`config.mk`:
```
export PLATFORM = sky130hd
export DESIGN_NAME = uop_sequencer
export DESIGN_NICKNAME = d
export VERILOG_FILES = /design/src/rtl/uop_sequencer_pkg.sv /design/src/rtl/uop_sequencer.sv
export SDC_FILE = /design/constraint.sdc
export NUM_CORES = 1
export LEC_CHECK = 0
export ABC_CLOCK_PERIOD_IN_PS = 1900
export BUFFER_PORTS_ARGS = -buffer_cell sky130_fd_sc_hd__buf_2
export CAP_MARGIN = 20
export CORE_MARGIN = 8
export CORE_UTILIZATION = 46
export DETAILED_ROUTE_END_ITERATION = 8
export GPL_TIMING_DRIVEN = 0
export PLACE_DENSITY = 0.85
export SYNTH_ARGS = -nofsm -noshare
export SYNTH_HDL_FRONTEND = slang
export SYNTH_SLANG_ARGS = --single-unit
```
`constraint.sdc`:
```
create_clock -name clk -period 1.9 [get_ports clk]
set_input_delay 0.285 -clock clk [delete_from_list [all_inputs] [get_ports clk]]
set_output_delay 0.285 -clock clk [all_outputs]
set_load 0.005 [all_outputs]
```
`src/rtl/uop_sequencer_pkg.sv`:
```
// rtl/uop_sequencer_pkg.sv - shared microword field layout, opcodes, operand selects and exec codes
package uop_sequencer_pkg;

    localparam int OPCODE_W = 6;
    localparam int OPER_W   = 4;
    localparam int EXEC_W   = 2;
    localparam int UOP_BITS = OPCODE_W + 3 * OPER_W + EXEC_W;

    // Bit offsets of each field inside the microword, MSB first.
    localparam int OPCODE_LSB = 14;
    localparam int SRC1_LSB   = 10;
    localparam int SRC2_LSB   = 6;
    localparam int DST_LSB    = 2;
    localparam int EXEC_LSB   = 0;

    localparam logic [OPCODE_W-1:0] OPCODE_NOP = 6'h00;
    localparam logic [OPCODE_W-1:0] OPCODE_MOV = 6'h01;
    localparam logic [OPCODE_W-1:0] OPCODE_ADD = 6'h02;
    localparam logic [OPCODE_W-1:0] OPCODE_SUB = 6'h03;
    localparam logic [OPCODE_W-1:0] OPCODE_MUL = 6'h04;
    localparam logic [OPCODE_W-1:0] OPCODE_INV = 6'h05;
    localparam logic [OPCODE_W-1:0] OPCODE_RDY = 6'h3F;

    localparam logic [OPER_W-1:0] UOP_SRC_ZERO = 4'h0;
    localparam logic [OPER_W-1:0] UOP_SRC_ONE  = 4'h1;
    localparam logic [OPER_W-1:0] UOP_SRC_GX   = 4'h2;
    localparam logic [OPER_W-1:0] UOP_SRC_GY   = 4'h3;
    localparam logic [OPER_W-1:0] UOP_SRC_RX   = 4'h4;
    localparam logic [OPER_W-1:0] UOP_SRC_RY   = 4'h5;
    localparam logic [OPER_W-1:0] UOP_SRC_RZ   = 4'h6;
    localparam logic [OPER_W-1:0] UOP_SRC_T0   = 4'h7;

    localparam logic [OPER_W-1:0] UOP_DST_RX = 4'h4;
    localparam logic [OPER_W-1:0] UOP_DST_RY = 4'h5;
    localparam logic [OPER_W-1:0] UOP_DST_RZ = 4'h6;
    localparam logic [OPER_W-1:0] UOP_DST_T0 = 4'h7;

    typedef enum logic [EXEC_W-1:0] {
        UOP_EXEC_ALWAYS = 2'b00,
        UOP_EXEC_IF_SET = 2'b01,
        UOP_EXEC_IF_CLR = 2'b10,
        UOP_EXEC_RSVD   = 2'b11
    } uop_exec_e;

    typedef struct packed {
        logic [OPCODE_W-1:0] opcode;
        logic [OPER_W-1:0]   src1;
        logic [OPER_W-1:0]   src2;
        logic [OPER_W-1:0]   dst;
        logic [EXEC_W-1:0]   exec;
    } uop_t;

    // Reserved code 11 deliberately behaves like ALWAYS.
    function automatic logic exec_pass(input logic [EXEC_W-1:0] exec, input logic flag);
        logic ok;
        ok = 1'b1;
        if (exec == UOP_EXEC_IF_SET) ok = flag;
        if (exec == UOP_EXEC_IF_CLR) ok = ~flag;
        return ok;
    endfunction

endpackage

```
`src/rtl/uop_sequencer.sv`:
```
// rtl/uop_sequencer.sv - microcode fetch/decode/issue engine for the ECDSA curve ROMs
module uop_sequencer
    import uop_sequencer_pkg::*;
#(
    parameter int ADDR_W = 6,
    parameter int UOP_W  = 20
) (
    input  logic                clk,
    input  logic                rst,
    input  logic                ena,
    output logic                rdy,
    input  logic                flag,
    output logic [ADDR_W-1:0]   rom_addr,
    input  logic [UOP_W-1:0]    rom_data,
    output logic                uop_ena,
    output logic [OPCODE_W-1:0] uop_opcode,
    output logic [OPER_W-1:0]   uop_src1,
    output logic [OPER_W-1:0]   uop_src2,
    output logic [OPER_W-1:0]   uop_dst,
    input  logic                uop_rdy
);

    typedef enum logic [1:0] {
        S_IDLE   = 2'd0,
        S_FETCH  = 2'd1,
        S_DECODE = 2'd2,
        S_WAIT   = 2'd3
    } state_e;

    localparam logic [ADDR_W-1:0] PC_LAST = '1;

    state_e              state_q;
    logic [ADDR_W-1:0]   pc_q;
    logic [ADDR_W-1:0]   pc_d;
    logic                rdy_q;
    logic                uop_ena_q;
    logic [OPCODE_W-1:0] opcode_q;
    logic [OPER_W-1:0]   src1_q;
    logic [OPER_W-1:0]   src2_q;
    logic [OPER_W-1:0]   dst_q;

    logic [OPCODE_W-1:0] dec_opcode;
    logic [OPER_W-1:0]   dec_src1;
    logic [OPER_W-1:0]   dec_src2;
    logic [OPER_W-1:0]   dec_dst;
    logic [EXEC_W-1:0]   dec_exec;
    logic                dec_is_rdy;
    logic                exec_ok;
    logic                step;

    assign dec_opcode = rom_data[OPCODE_LSB +: OPCODE_W];
    assign dec_src1   = rom_data[SRC1_LSB +: OPER_W];
    assign dec_src2   = rom_data[SRC2_LSB +: OPER_W];
    assign dec_dst    = rom_data[DST_LSB +: OPER_W];
    assign dec_exec   = rom_data[EXEC_LSB +: EXEC_W];
    assign dec_is_rdy = (dec_opcode == OPCODE_RDY);
    assign exec_ok    = exec_pass(dec_exec, flag);

    // A step retires the current word: either a skipped uop or an acknowledged issue.
    // The acknowledge is ignored in the strobe cycle itself.
    always_comb begin
        step = 1'b0;
        pc_d = pc_q + 1'b1;
        if (state_q == S_DECODE && !dec_is_rdy && !exec_ok) step = 1'b1;
        if (state_q == S_WAIT && uop_rdy && !uop_ena_q) step = 1'b1;
    end

    always_ff @(posedge clk) begin
        if (rst) begin
            state_q   <= S_IDLE;
            pc_q      <= '0;
            rdy_q     <= 1'b1;
            uop_ena_q <= 1'b0;
            opcode_q  <= '0;
            src1_q    <= '0;
            src2_q    <= '0;
            dst_q     <= '0;
        end else begin
            uop_ena_q <= 1'b0;
            if (step) begin
                // Running off the end of program space ends the program instead of wrapping.
                if (pc_q == PC_LAST) begin
                    rdy_q   <= 1'b1;
                    pc_q    <= '0;
                    state_q <= S_IDLE;
                end else begin
                    pc_q    <= pc_d;
                    state_q <= S_FETCH;
                end
            end else begin
                unique case (state_q)
                    S_IDLE: begin
                        if (ena) begin
                            pc_q    <= '0;
                            rdy_q   <= 1'b0;
                            state_q <= S_FETCH;
                        end
                    end
                    S_FETCH: begin
                        state_q <= S_DECODE;
                    end
                    S_DECODE: begin
                        if (dec_is_rdy) begin
                            rdy_q   <= 1'b1;
                            state_q <= S_IDLE;
                        end else begin
                            opcode_q  <= dec_opcode;
                            src1_q    <= dec_src1;
                            src2_q    <= dec_src2;
                            dst_q     <= dec_dst;
                            uop_ena_q <= 1'b1;
                            state_q   <= S_WAIT;
                        end
                    end
                    S_WAIT: begin
                        state_q <= S_WAIT;
                    end
                    default: begin
                        state_q <= S_IDLE;
                    end
                endcase
            end
        end
    end

    assign rdy        = rdy_q;
    assign rom_addr   = pc_q;
    assign uop_ena    = uop_ena_q;
    assign uop_opcode = opcode_q;
    assign uop_src1   = src1_q;
    assign uop_src2   = src2_q;
    assign uop_dst    = dst_q;

endmodule

```
# After elaboration in Yosys (flattened, before gate mapping)
# Index checks and enable logic that the tools add are counted.
# totals
reg_bits,28
in_bits,25
output_inout_bits,26
wordCells,57
# op_classes
add_sub_neg,1
eq_ne,10
muxes,19
bitwise,4
reduce_logical,15
# ops
operator,n
$mux W6,4
$eq A6 B6 Y1 const B,2
$mux W1,10
$pmux W2 S4,1
$add A6 B1 Y6 const B,1
$eq A2 B2 Y1 const B,3
$mux W2,3
$ne A3 B3 Y1 const B,2
$eq A2 B1 Y1 const B,2
$logic_and A1 B1 Y1,4
$not A1 Y1,4
$reduce_and A4 Y1,1
$reduce_bool A2 Y1,2
$logic_not A1 Y1,3
$reduce_and A3 Y1,1
$reduce_bool A3 Y1,1
$reduce_or A3 Y1,1
$logic_not A2 Y1,1
$ne A2 B1 Y1 const B,1
$pmux W1 S2,1
$reduce_and A2 Y1,1

# Logic depth before layout (Yosys ltp)
# logic_depth
word_depth,9
ltp_mapped,7
mapped_depth_nobuf,6

# Worst setup path after synthesis
# No wires, ideal clock.
# synth_timing
kind,input to register
start,in rom_data[1]
end,"reg dst_q[0], in the netlist uop_dst[0]"
setup_ps,132
arrival_ps,1406
t_required_ps,1768
path_slack_ps,362
path_stages,7
path_buffers,2
cell_sequence,nand2b_1 -> o22ai_4 -> or3_2 -> buf_2 -> buf_2 -> nand2_1 -> a21oi_1
# synth_between
elab_chain_len,9
word_cells_on_any_way,10
cone_classes,2 x eq/ne; 4 x mux; 1 x bitwise; 3 x reduce/logical
# synth_rtl
element,line,text
"start, declared",uop_sequencer.sv:14,"input logic [UOP_W-1:0] rom_data,"
$eq A2 B1 Y1,uop_sequencer_pkg.sv:57,if (exec == UOP_EXEC_IF_SET) ok = flag;
$mux W1,uop_sequencer_pkg.sv:57,
$mux W1 (*),uop_sequencer_pkg.sv:58,if (exec == UOP_EXEC_IF_CLR) ok = ~flag;
$logic_not A1 Y1 (*),uop_sequencer.sv:64,if (state_q == S_DECODE && !dec_is_rdy && !exec_ok) step = 1'b1;
$logic_and A1 B1 Y1 (*),uop_sequencer.sv:64,
$mux W1 (*),uop_sequencer.sv:64,
$mux W1 (*),uop_sequencer.sv:65,if (state_q == S_WAIT && uop_rdy && !uop_ena_q) step = 1'b1;
$not A1 Y1 (no source line) (*),-,
$reduce_and A3 Y1 (no source line) (*),-,
"end signal, assigned",uop_sequencer.sv:110,dst_q <= dec_dst;
"end, declared",uop_sequencer.sv:40,logic [OPER_W-1:0] dst_q;
# Every way passes the cells marked *; elsewhere a longest branch is shown, timed or not.
# A chain may end at the register's enable or synchronous reset.

# Worst setup path after layout
# layout_timing
start,reg state_q[1]
end,"reg opcode_q[4], in the netlist uop_opcode[4]"
# layout_between
elab_chain_len,7
word_cells_on_any_way,10
cone_classes,2 x eq/ne; 2 x mux; 1 x bitwise; 5 x reduce/logical
# layout_rtl
element,line,text
"start, declared",uop_sequencer.sv:32,state_e state_q;
"start signal, assigned",uop_sequencer.sv:70,state_q <= S_IDLE;
"start signal, assigned",uop_sequencer.sv:85,state_q <= S_IDLE;
"start signal, assigned",uop_sequencer.sv:88,state_q <= S_FETCH;
$eq A2 B2 Y1,"uop_sequencer.sv:64, uop_sequencer.sv:91",
$logic_and A1 B1 Y1 (2 in a row),uop_sequencer.sv:64,
$mux W1,uop_sequencer.sv:64,
$mux W1,uop_sequencer.sv:65,
$not A1 Y1 (no source line),-,
$reduce_and A3 Y1 (no source line) (*),-,
"end signal, assigned",uop_sequencer.sv:107,opcode_q <= dec_opcode;
"end, declared",uop_sequencer.sv:37,logic [OPCODE_W-1:0] opcode_q;
# Marked as above.

==> metrics <==
outcome finished, final reports clean; first-pass GRT wire length 5.002 mm; Worst Path Class, Setup register to register; RSZ-0062 raised after global routing false; Detail Route Antenna Nets 0; Max Fanout on Critical Path 10; # Post-CTS Setup Buffers 0; P_int 900.4 uW; Max IR drop VDD 609.0 uV; Yosys top cell by area dfxtp_1; endpoints failing setup 0; Comb power frac 13.9%; largest net degree at the start of global routing 17; first-pass detailed-route iteration total 4; Max Slew Vio Count 0; number of gates resized after cts 0; final core utilization 61.88%; top_reg_cell synth dfxtp_1; Yosys top cell area share 47.56%; CTS tree done; Sw Ratio 24.21%; final hold vios 0; Clock Tree Buf Depth 2; min-delay worst type primary input to register; #FFs+latches synth 28; Vias per Instance 5.105; leakage power 0.6538 nW; initial antenna violation count 0; Critical Path Start state_q[1]; fmax 580.4 MHz; placed instance area 1466 sq um; # diodes 0; IO Port Bufs 50; total track usage 13.82%; share of power burned in registers 52.9%; Core ar. 2455 sq um; hold path start rom_data[4]; Slew @ Worst Pin 0.5128 ns; min Tclk post-route 1.723 ns; Post-Syn Area 1179 sq um; Crit Reg-Reg Startpoint state_q[1]; row count 18; post-DP HPWL 2.355 mm; critical path startpoint category register; Total Nets Final 226; die height 66.62 microns; final instance area 1519 sq um; TNS Setup 0 ns; GP Congestion 0.7407; DR iter-0 viols 47; Rel. slew slack 65.63%; P&R area growth vs syn 28.88%; Die W 66.62 microns; vias in the first global route 1,152; Die Footprint 4438 sq um; Avg Cell Area, Syn 8.128 sq um; post-synthesis sequential area ratio 47.56%; final critical-path share of the clock period 90.69%; NetSw 287.6 uW; clock sinks 28; DRC 0; # hold bufs at CTS 0; MaxCap Viol Count 0; largest cells by area after synthesis dfxtp_1, nand2_1, a21oi_1, nor2_1, a31oi_4; Warnings, synthesis 0; CP arrival 1.94 ns; ratio of cells with drive above 1 in the final layout 33.67%; most frequent cells in the layout buf_2, nand2_1, dfxtp_1; CP required 2.12 ns; Synth Net Count 171; clock slew seen by the registers of the worst setup and hold paths 0.15 ns; power share of the clock group 33.2%; power per cell area 782.1 nW/um^2; FFs w/ async S/R, synth 0%; post-synthesis instance total 145; synth unique cells 34; num ports 51; Skew-Pair Late Insertion Delay 0.33 ns; TritonCTS buffer count 3; most common cell after layout, fill and taps aside buf_2; CTS root buffer clkbuf_4; Routed WL per cell 13.05 microns; Fin Clk Skew 0.001153 ns; Routed WL 2.989 mm; Initial Util 48.01%; EDFF count, synth 0; routed vias 1,169; CP Capture Type register; depth of the CTS H-tree 1; global route overflow 0
-- cell families (layout without fill, tap and decap cells) --
kind of cell / count (synthesis) / after routing / synth area share (%)
AND/OR/NAND/NOR: 68 / 68 / 27.18
flip-flops: 28 / 28 / 47.56
adder cells (fa/ha/maj): 1 / 1 / 1.061
buffers and inverters: 9 / 63 / 3.291
AO/OA/AOI/OAI: 39 / 39 / 20.91
-- through the flow --
step | std cells | power, mW | hold WS [ns] | setup slack (ns)
3_3_place_gp | 225 | 0.8024 | 0.4389 | 0.1505
2_1_floorplan | 145 | 0.7336 | 0.3643 | 0.3618
4_1_cts | 229 | 1.199 | 0.1620 | 0.1612
6_report | 229 | 1.188 | 0.1690 | 0.1770
3_5_place_dp | 225 | 0.8071 | 0.4439 | 0.09553
5_1_grt | 229 | 1.245 | 0.1515 | 0.01809
-- path summary, 6_finish.rpt --
path	cells after the start	slack, ns	end
worst max register to register	6	0.18	uop_opcode[4]
worst min register to register	2	0.46	uop_dst[1]
worst max-delay path	6	0.18	uop_opcode[4]
worst min-delay path	3	0.17	uop_dst[2]
-- sequential cells by signal (all words and copies together) (netlist names) --
name        count
state_q         2
uop_src1        4
uop_opcode      6
uop_src2        4
uop_ena         1
rdy             1
rom_addr        6
uop_dst         4
-- worst max-delay path, stage by stage, from the launching register on --
cell	delay, ns
dfxtp_1	0.47
o21ai_1	0.18
or3_2	0.43
buf_2	0.19
buf_2	0.20
nand2_1	0.08
a21oi_1	0.06
-- power groups by stage --
stage	logic [mW]	registers, mW	clock network [mW]
final	0.165	0.628	0.395
after global routing	0.187	0.632	0.426
after CTS	0.168	0.628	0.403
after detailed placement	0.166	0.641	0
after global placement	0.163	0.639	0
after floorplan	0.0913	0.642	0
-- per-layer routing --
layer  share of wire [%]  track usage (%)
met1                  41            14.88
met3                 9.3            6.376
met5                   0                0
met2                  49            24.25
met4                0.37            2.400
-- cell usage after synthesis, types with 2 or more instances --
cell type / number
nand2_1: 41
or3_1: 3
nand3_1: 3
inv_1: 2
dfxtp_1: 28
or3_2: 2
o21ai_0: 4
or2_2: 2
buf_2: 4
a21oi_1: 26
clkbuf_1: 2
nor2_1: 6
-- layout make-up --
class	instances	area, sq um
Sequential cell	28	560.5
Clock inverter	1	30.03
Multi-Input combinational cell	108	579.3
Timing Repair Buffer	50	250.2
Clock buffer	3	22.52
Buffer	7	31.28
Fill cell	223	935.9
Inverter	2	7.507
Tap cell	30	37.54
(Power assumes the default switching activity.)
